File: src/rtl/ram_bank_pipe.sv
// Simple dual-port RAM with hardware clear after reset, 1- or 2-cycle read latency and a global stall.
// Optional RAM_PARITY_EN adds a stored even-parity bit per word and a par_err output.
module ram_bank_pipe #(
  parameter int ADDR_BIT    = 3,
  parameter int DATA_BIT    = 16,
  parameter int MEM_HEIGHT  = 8,
  parameter int RD_LAT      = 1,
  parameter int WRITE_FIRST = 1,
  parameter logic [DATA_BIT-1:0] CLEAR_VAL = '0
) (
  input  logic                clk,
  input  logic                rst,
  input  logic                en,
  input  logic                we,
  input  logic                re,
  input  logic [ADDR_BIT-1:0] addr_w,
  input  logic [DATA_BIT-1:0] d_w,
  input  logic [ADDR_BIT-1:0] addr_r,
  output logic [DATA_BIT-1:0] d_r,
  output logic                rd_valid,
  output logic                busy
`ifdef RAM_PARITY_EN
  ,
  output logic                par_err
`endif
);

`ifdef RAM_PARITY_EN
  localparam int MEM_W = DATA_BIT + 1;
`else
  localparam int MEM_W = DATA_BIT;
`endif
  localparam logic [ADDR_BIT:0]   HEIGHT   = (ADDR_BIT+1)'(MEM_HEIGHT);
  localparam logic [ADDR_BIT-1:0] LAST_IDX = ADDR_BIT'(MEM_HEIGHT - 1);

  typedef enum logic {CLEAR, RUN} state_t;

  state_t              state;
  logic [ADDR_BIT-1:0] clr_cnt;
  logic [MEM_W-1:0]    mem [MEM_HEIGHT];
  logic [MEM_W-1:0]    rd_word;
  logic [MEM_W-1:0]    rd_pay;
  logic                w_ok;
  logic                r_ok;
  logic                issue;

  function automatic logic [MEM_W-1:0] encode(input logic [DATA_BIT-1:0] d);
`ifdef RAM_PARITY_EN
    return {^d, d};
`else
    return d;
`endif
  endfunction

  assign w_ok  = {1'b0, addr_w} < HEIGHT;
  assign r_ok  = {1'b0, addr_r} < HEIGHT;
  assign issue = (state == RUN) && re;

  always_ff @(posedge clk) begin
    if (rst) begin
      state   <= CLEAR;
      clr_cnt <= '0;
      busy    <= 1'b1;
    end else if (en) begin
      case (state)
        CLEAR: begin
          clr_cnt <= clr_cnt + 1'b1;
          if (clr_cnt == LAST_IDX) begin
            state <= RUN;
            busy  <= 1'b0;
          end
        end
        default: ;
      endcase
    end
  end

  // Contents are deliberately untouched while rst is held.
  always_ff @(posedge clk) begin
    if (!rst && en) begin
      if (state == CLEAR)
        mem[clr_cnt] <= encode(CLEAR_VAL);
      else if (we && w_ok)
        mem[addr_w] <= encode(d_w);
    end
  end

  // Payload carries the parity-error flag in its top bit when parity is built in.
  always_comb begin
    rd_word = '0;
    rd_pay  = '0;
    if (r_ok) begin
      rd_word = mem[addr_r];
`ifdef RAM_PARITY_EN
      rd_pay = {^rd_word, rd_word[DATA_BIT-1:0]};
`else
      rd_pay = rd_word;
`endif
      if (WRITE_FIRST != 0 && we && addr_w == addr_r)
        rd_pay = MEM_W'(d_w);
    end
  end

  generate
    if (RD_LAT == 1) begin : g_lat1
      always_ff @(posedge clk) begin
        if (rst) begin
          rd_valid <= 1'b0;
          d_r      <= '0;
`ifdef RAM_PARITY_EN
          par_err  <= 1'b0;
`endif
        end else if (en) begin
          rd_valid <= issue;
          if (issue) d_r <= rd_pay[DATA_BIT-1:0];
`ifdef RAM_PARITY_EN
          par_err  <= issue & rd_pay[DATA_BIT];
`endif
        end
      end
    end else if (RD_LAT == 2) begin : g_lat2
      logic             s1_valid;
      logic [MEM_W-1:0] s1_pay;
      always_ff @(posedge clk) begin
        if (rst) begin
          s1_valid <= 1'b0;
          s1_pay   <= '0;
          rd_valid <= 1'b0;
          d_r      <= '0;
`ifdef RAM_PARITY_EN
          par_err  <= 1'b0;
`endif
        end else if (en) begin
          s1_valid <= issue;
          s1_pay   <= rd_pay;
          rd_valid <= s1_valid;
          if (s1_valid) d_r <= s1_pay[DATA_BIT-1:0];
`ifdef RAM_PARITY_EN
          par_err  <= s1_valid & s1_pay[DATA_BIT];
`endif
        end
      end
    end else begin : g_bad_lat
      $error("ram_bank_pipe: RD_LAT must be 1 or 2");
    end
  endgenerate

endmodule

File: config.mk
export PLATFORM = sky130hd
export DESIGN_NAME = ram_bank_pipe
export DESIGN_NICKNAME = d
export VERILOG_FILES = /design/src/rtl/ram_bank_pipe.sv
export SDC_FILE = /design/constraint.sdc
export NUM_CORES = 1
export LEC_CHECK = 0
export BUFFER_PORTS_ARGS = -buffer_cell sky130_fd_sc_hd__buf_2
export CAP_MARGIN = 20
export CORE_ASPECT_RATIO = 1.25
export CORE_MARGIN = 1
export CORE_UTILIZATION = 45
export DETAILED_ROUTE_END_ITERATION = 7
export GPL_ROUTABILITY_DRIVEN = 0
export SKIP_CTS_REPAIR_TIMING = 1
export SYNTH_ARGS = -nofsm -noshare
export SYNTH_HDL_FRONTEND = slang
export SYNTH_SLANG_ARGS = --single-unit
File: constraint.sdc
create_clock -name clk -period 5.84 [get_ports clk]
set_input_delay 0.584 -clock clk [delete_from_list [all_inputs] [get_ports clk]]
set_output_delay 0.584 -clock clk [all_outputs]
set_load 0.005 [all_outputs]
== After elaboration in Yosys (flattened, before gate mapping) ==
Memory sizes are Yosys's and may differ from the RTL's. A register that Yosys moved wholly into a read port is not among the register bits.
Index checks and enable logic that the tools add are counted.
Cells by class
  reduce and logical (&&, ||, !) cells: 7
  divide/modulo/power cells: 0
  equality and inequality tests: 1
  mux-type cells: 12
  add/subtract/negate cells: 1
  multiply operators: 0
  magnitude comparators: 0
  bitwise logic cells: 1
  shift-type cells: 0
Operator list (number)
  $mux 16: 1
  $reduce_or 16->1: 1
  $mux 1: 10
  $reduce_and 2->1: 2
  $add 3x1->3 const B: 1
  $eq 3x3->1 const B: 1
  $mux 3: 1
  $reduce_and 3->1: 1
  $logic_and 1x1->1: 2
  $logic_not 1->1: 1
  $not 1->1: 1
Storage, ports and cells
  flip-flop bits (word level): 6
  input bits: 27
  word-level logic and storage cells: 27
  output and inout port bits: 18
  ROM bits: 0
  bits in latches: 0
  memory bits (writable): 128
  memories: 1
Memory list
  mem: words 8, width 16, rd ports 1, clocked after Yosys merged registers in 1, wr ports 1, RTL line 40  | logic [MEM_W-1:0] mem [MEM_HEIGHT];

== Longest topological paths before layout ==
  word-level depth: 6
  depth in mapped cells: 8
  depth with buffers taken out: 5

== Least setup slack after synthesis ==
Ideal clock, no wire load.
  kind: input to register
  start point: input port rst
  end point: memory mem[2][0] (netlist name), enable pin
  setup time: 0.388 ns
  arrival: 2.071 ns
  required time: 5.452 ns
  stages: 5
  slack: 3.380 ns
  buffers on the path: 2
  path through: and4b_1 -> buf_2 -> clkbuf_1 -> a31oi_1 -> nor2_1
On the way
  cells in the longest elaborated chain, start to end: 6
Ends and longest elaborated chain
  from (decl): RTL line 12  | input logic rst,
  $logic_not 1->1 *: RTL line 80  | if (!rst && en) begin
  $logic_and 1x1->1 *: RTL line 80
  $mux 1: RTL line 80
  $mux 1 (not written as such): RTL line 84  | mem[addr_w] <= encode(d_w);
  $reduce_or 16->1 (no line)
  $mux 3 (no line) / $mux 1 (equally long branches)
  to (decl): RTL line 40
Mark *: on every way between the ends. The rest lies on a longest branch, timed or not.

== Final worst setup path ==
  start point: register state
  end point: register d_r[6], read port of mem
On the way
  cells in the longest elaborated chain, start to end: 2
Ends and longest elaborated chain
  from (decl): RTL line 38  | state_t state;
  from (signal assigned): RTL line 61  | state <= CLEAR;
  from (signal assigned): RTL line 69  | state <= RUN;
  $logic_and 1x1->1: RTL line 57  | assign issue = (state == RUN) && re;
  $reduce_and 2->1 (no line)
  to (decl): RTL line 19  | output logic [DATA_BIT-1:0] d_r,
Every way passes these cells.
A chain may end at the register's enable or synchronous reset.

==> impl_metrics.toml <==
[routing]
vias = 3518
via_per_inst = 5.57
postRouteAntennaNets = 0
dr.pass1.iters = 6
drt-initial-drc-count = 250
wirelength_um = 13600
wire_per_inst_um = 21.5
drcViolationCount = 0

[global_routing]
grt_first_pass_wirelength_um = 20900
grt_use_total_pct = 20.5
antenna_found_initial = 0
met3_usage_pct = 4.58
gr-total-overflow = 0
top_usage_layer = "met2"
grt_max_degree = 33
first_global_vias = 3712
grt_use_met1_pct = 27.2
use_met2_pct = 33.1

[sta]
setup-tns-final_ns = 0
finalHoldViolCount = 0
slew_violations = 0
hold_slack_ns = 0.447
finalCritPeriodShare_pct = 60.0
fmax_mhz = 285
tightest_slew_ns = 0.960
setup_ws_ns = 2.34
relSlewSlack_pct = 36.0
clock_skew_ns = 0.00817
period_needed_ns = 3.50
rsz0062_at_grt = "no"
setup_viol = 0

[finish]
diodes = 0
nNetsFinal = 477
drive_gt1_share_pct = 24.9
areaGrowthSynthToFinish_pct = 16.6
final_cell_mix = "edfxtp_1 (128), buf_2 (44), nand2_1 (35), mux2i_1 (35)"
nFillCells = 1121
final_cells = 632
mostFrequentLayoutCell = "edfxtp_1"

[floorplanning]
initial_core_util_pct = 46.4
die_w_um = 107
num_rows = 47
die-area_sq_um = 14200
core_area_sq_um = 13300
die_h_um = 133
io_pins = 45

[synthesis]
synth_seq_cells = 150
syn_area_sq_um = 6160
yosysSeqAreaShare_pct = 69.5
synth_nets = 426
synthCells = 397
synth.avg_cell_area_sq_um = 15.5
yosys_warnings = 0
synth.distinct_cells = 35

[critical_path]
worst-r2r-setup-slack_ns = 2.34
cp-end-kind = "flop"
critPathArrivalTime_ns = 3.83
timing.rr.end = "d_r[6]"
worstSetupPathType = "flop to flop"
critPathRequiredTime_ns = 6.16
path_max_fanout = 24
startpoint_type = "flop"
ff2ff_path_depth = 5
worstReg2RegStart = "state"

[worst_hold_path]
worstHoldPathCells = 1
hold_end = "busy"
hp-start = "busy"
hp-class = "flop to flop"

[power]
leakagePower_nw = 2.77
powerDensity_nw_per_um2 = 324
ir_worst_vdd_mv = 0.232

[clock_tree]
cts_sinks = 150
cts_tree = "done"
numCtsBuffers = 17
clock_latency_ns = 0.41
cts_htree_levels = 4
clk_pin_slew_ns = 0.06
clockRootBuffer = "clkbuf_16"
clk_path_buf_depth = 2

[place]
portBuffers = 44
dp_hpwl_um = 8500
dp.cells = 599
preCtsSetupSlack_ns = 2.09

[run_status]
outcome = "finished clean"

[run]
cap_violations = 0
==> critical path, stage by stage (launching register included) <==
cell	delay [ns]
dfxtp_1	0.41
and4b_1	0.58
o21ai_0	0.24
nand4_1	0.74
or4_1	1.14
o211ai_1	0.31
==> where the power goes <==
| part | internal [mW] | switching [mW] | total, mW |
|---|---|---|---|
| combinational | 0.0362 | 0.0629 | 0.0991 |
| sequential | 1.16 | 0.00525 | 1.17 |
| clock | 0.630 | 0.433 | 1.06 |
| total | 1.83 | 0.501 | 2.33 |
==> registers in the layout, summed over array words and instances (netlist names) <==
name      cells
d_r          16
mem         128
state         1
clr_cnt       3
rd_valid      1
busy          1
==> stage by stage <==
step / utilization, % / total power [mW] / cell area (sq um)
after detailed placement: 49.5 / 1.29 / 6590
final: 54.1 / 2.33 / 7190
after global placement: 49.5 / 1.28 / 6570
after global routing: 54.1 / 2.39 / 7190
after CTS: 53.9 / 2.34 / 7170
after floorplan: - / 1.25 / 6160
==> cell type report <==
cell class                 count  area [sq um]  area share, %
sequential                   150          4280           59.6
multi-input combinational    205          1710           23.8
clock buffer                  17           425           5.92
timing repair buffer          56           327           4.54
tap                          171           214           2.98
clock inverter                15           155           2.16
inverter                      18          67.6          0.940
==> layer usage <==
metal,routed length [um],vias to the layer above,share of wire (%)
li1,-,1635,-
met1,5810,1736,43
met2,6750,126,50
met3,804,21,5.9
met4,229,0,1.7
met5,0,-,0
==> cells by family after synthesis <==
group	count (synthesis)	synth area share, %
buf+inv	42	2.86
flops	150	69.5
mux	51	11.5
fa+ha+maj	2	0.406
xor+xnor	4	0.569
compound gates	60	8.10
simple gates	88	7.01
==> synthesized netlist by cell type <==
cell | number | area (sq um)
or3_1 | 1 | 6.26
nand3_1 | 4 | 20.0
nand4_1 | 1 | 6.26
ha_1 | 2 | 25.0
a221oi_1 | 16 | 140
buf_2 | 9 | 45.0
xnor2_1 | 2 | 17.5
a21oi_1 | 2 | 10.0
or4_1 | 1 | 7.51
o22ai_1 | 1 | 6.26
nor2_1 | 14 | 52.6
xor2_1 | 2 | 17.5
buf_6 | 1 | 11.3
mux2i_1 | 35 | 350
nor3b_1 | 2 | 15.0
a31oi_1 | 5 | 31.3
nor2b_1 | 23 | 144
o21ai_0 | 4 | 20.0
nand2b_1 | 1 | 6.26
inv_1 | 18 | 67.6
and2_1 | 1 | 6.26
nand4b_1 | 1 | 8.76
o211ai_1 | 20 | 150
nand2_1 | 35 | 131
nand3b_1 | 1 | 7.51
o211ai_2 | 10 | 125
edfxtp_1 | 128 | 3840
mux4_2 | 16 | 360
buf_1 | 3 | 11.3
clkbuf_1 | 11 | 41.3
dfxtp_1 | 22 | 440
and4b_1 | 1 | 10.0
nor3_1 | 2 | 10.0
a21o_1 | 1 | 7.51
a32oi_1 | 1 | 8.76
==> worst max-delay path by stage <==
stage | slack [ns] | from | cells after the start | endpoint
floorplan | 3.38 | rst | 5 | mem[2][0]
global placement | 2.21 | rst | 6 | d_r[15]
detailed placement | 2.09 | rst | 6 | d_r[5]
CTS | 2.38 | state | 5 | d_r[5]
global route | 2.19 | state | 5 | d_r[5]
finish | 2.34 | state | 5 | d_r[6]
No activity file was read; power rests on OpenSTA's default activity.
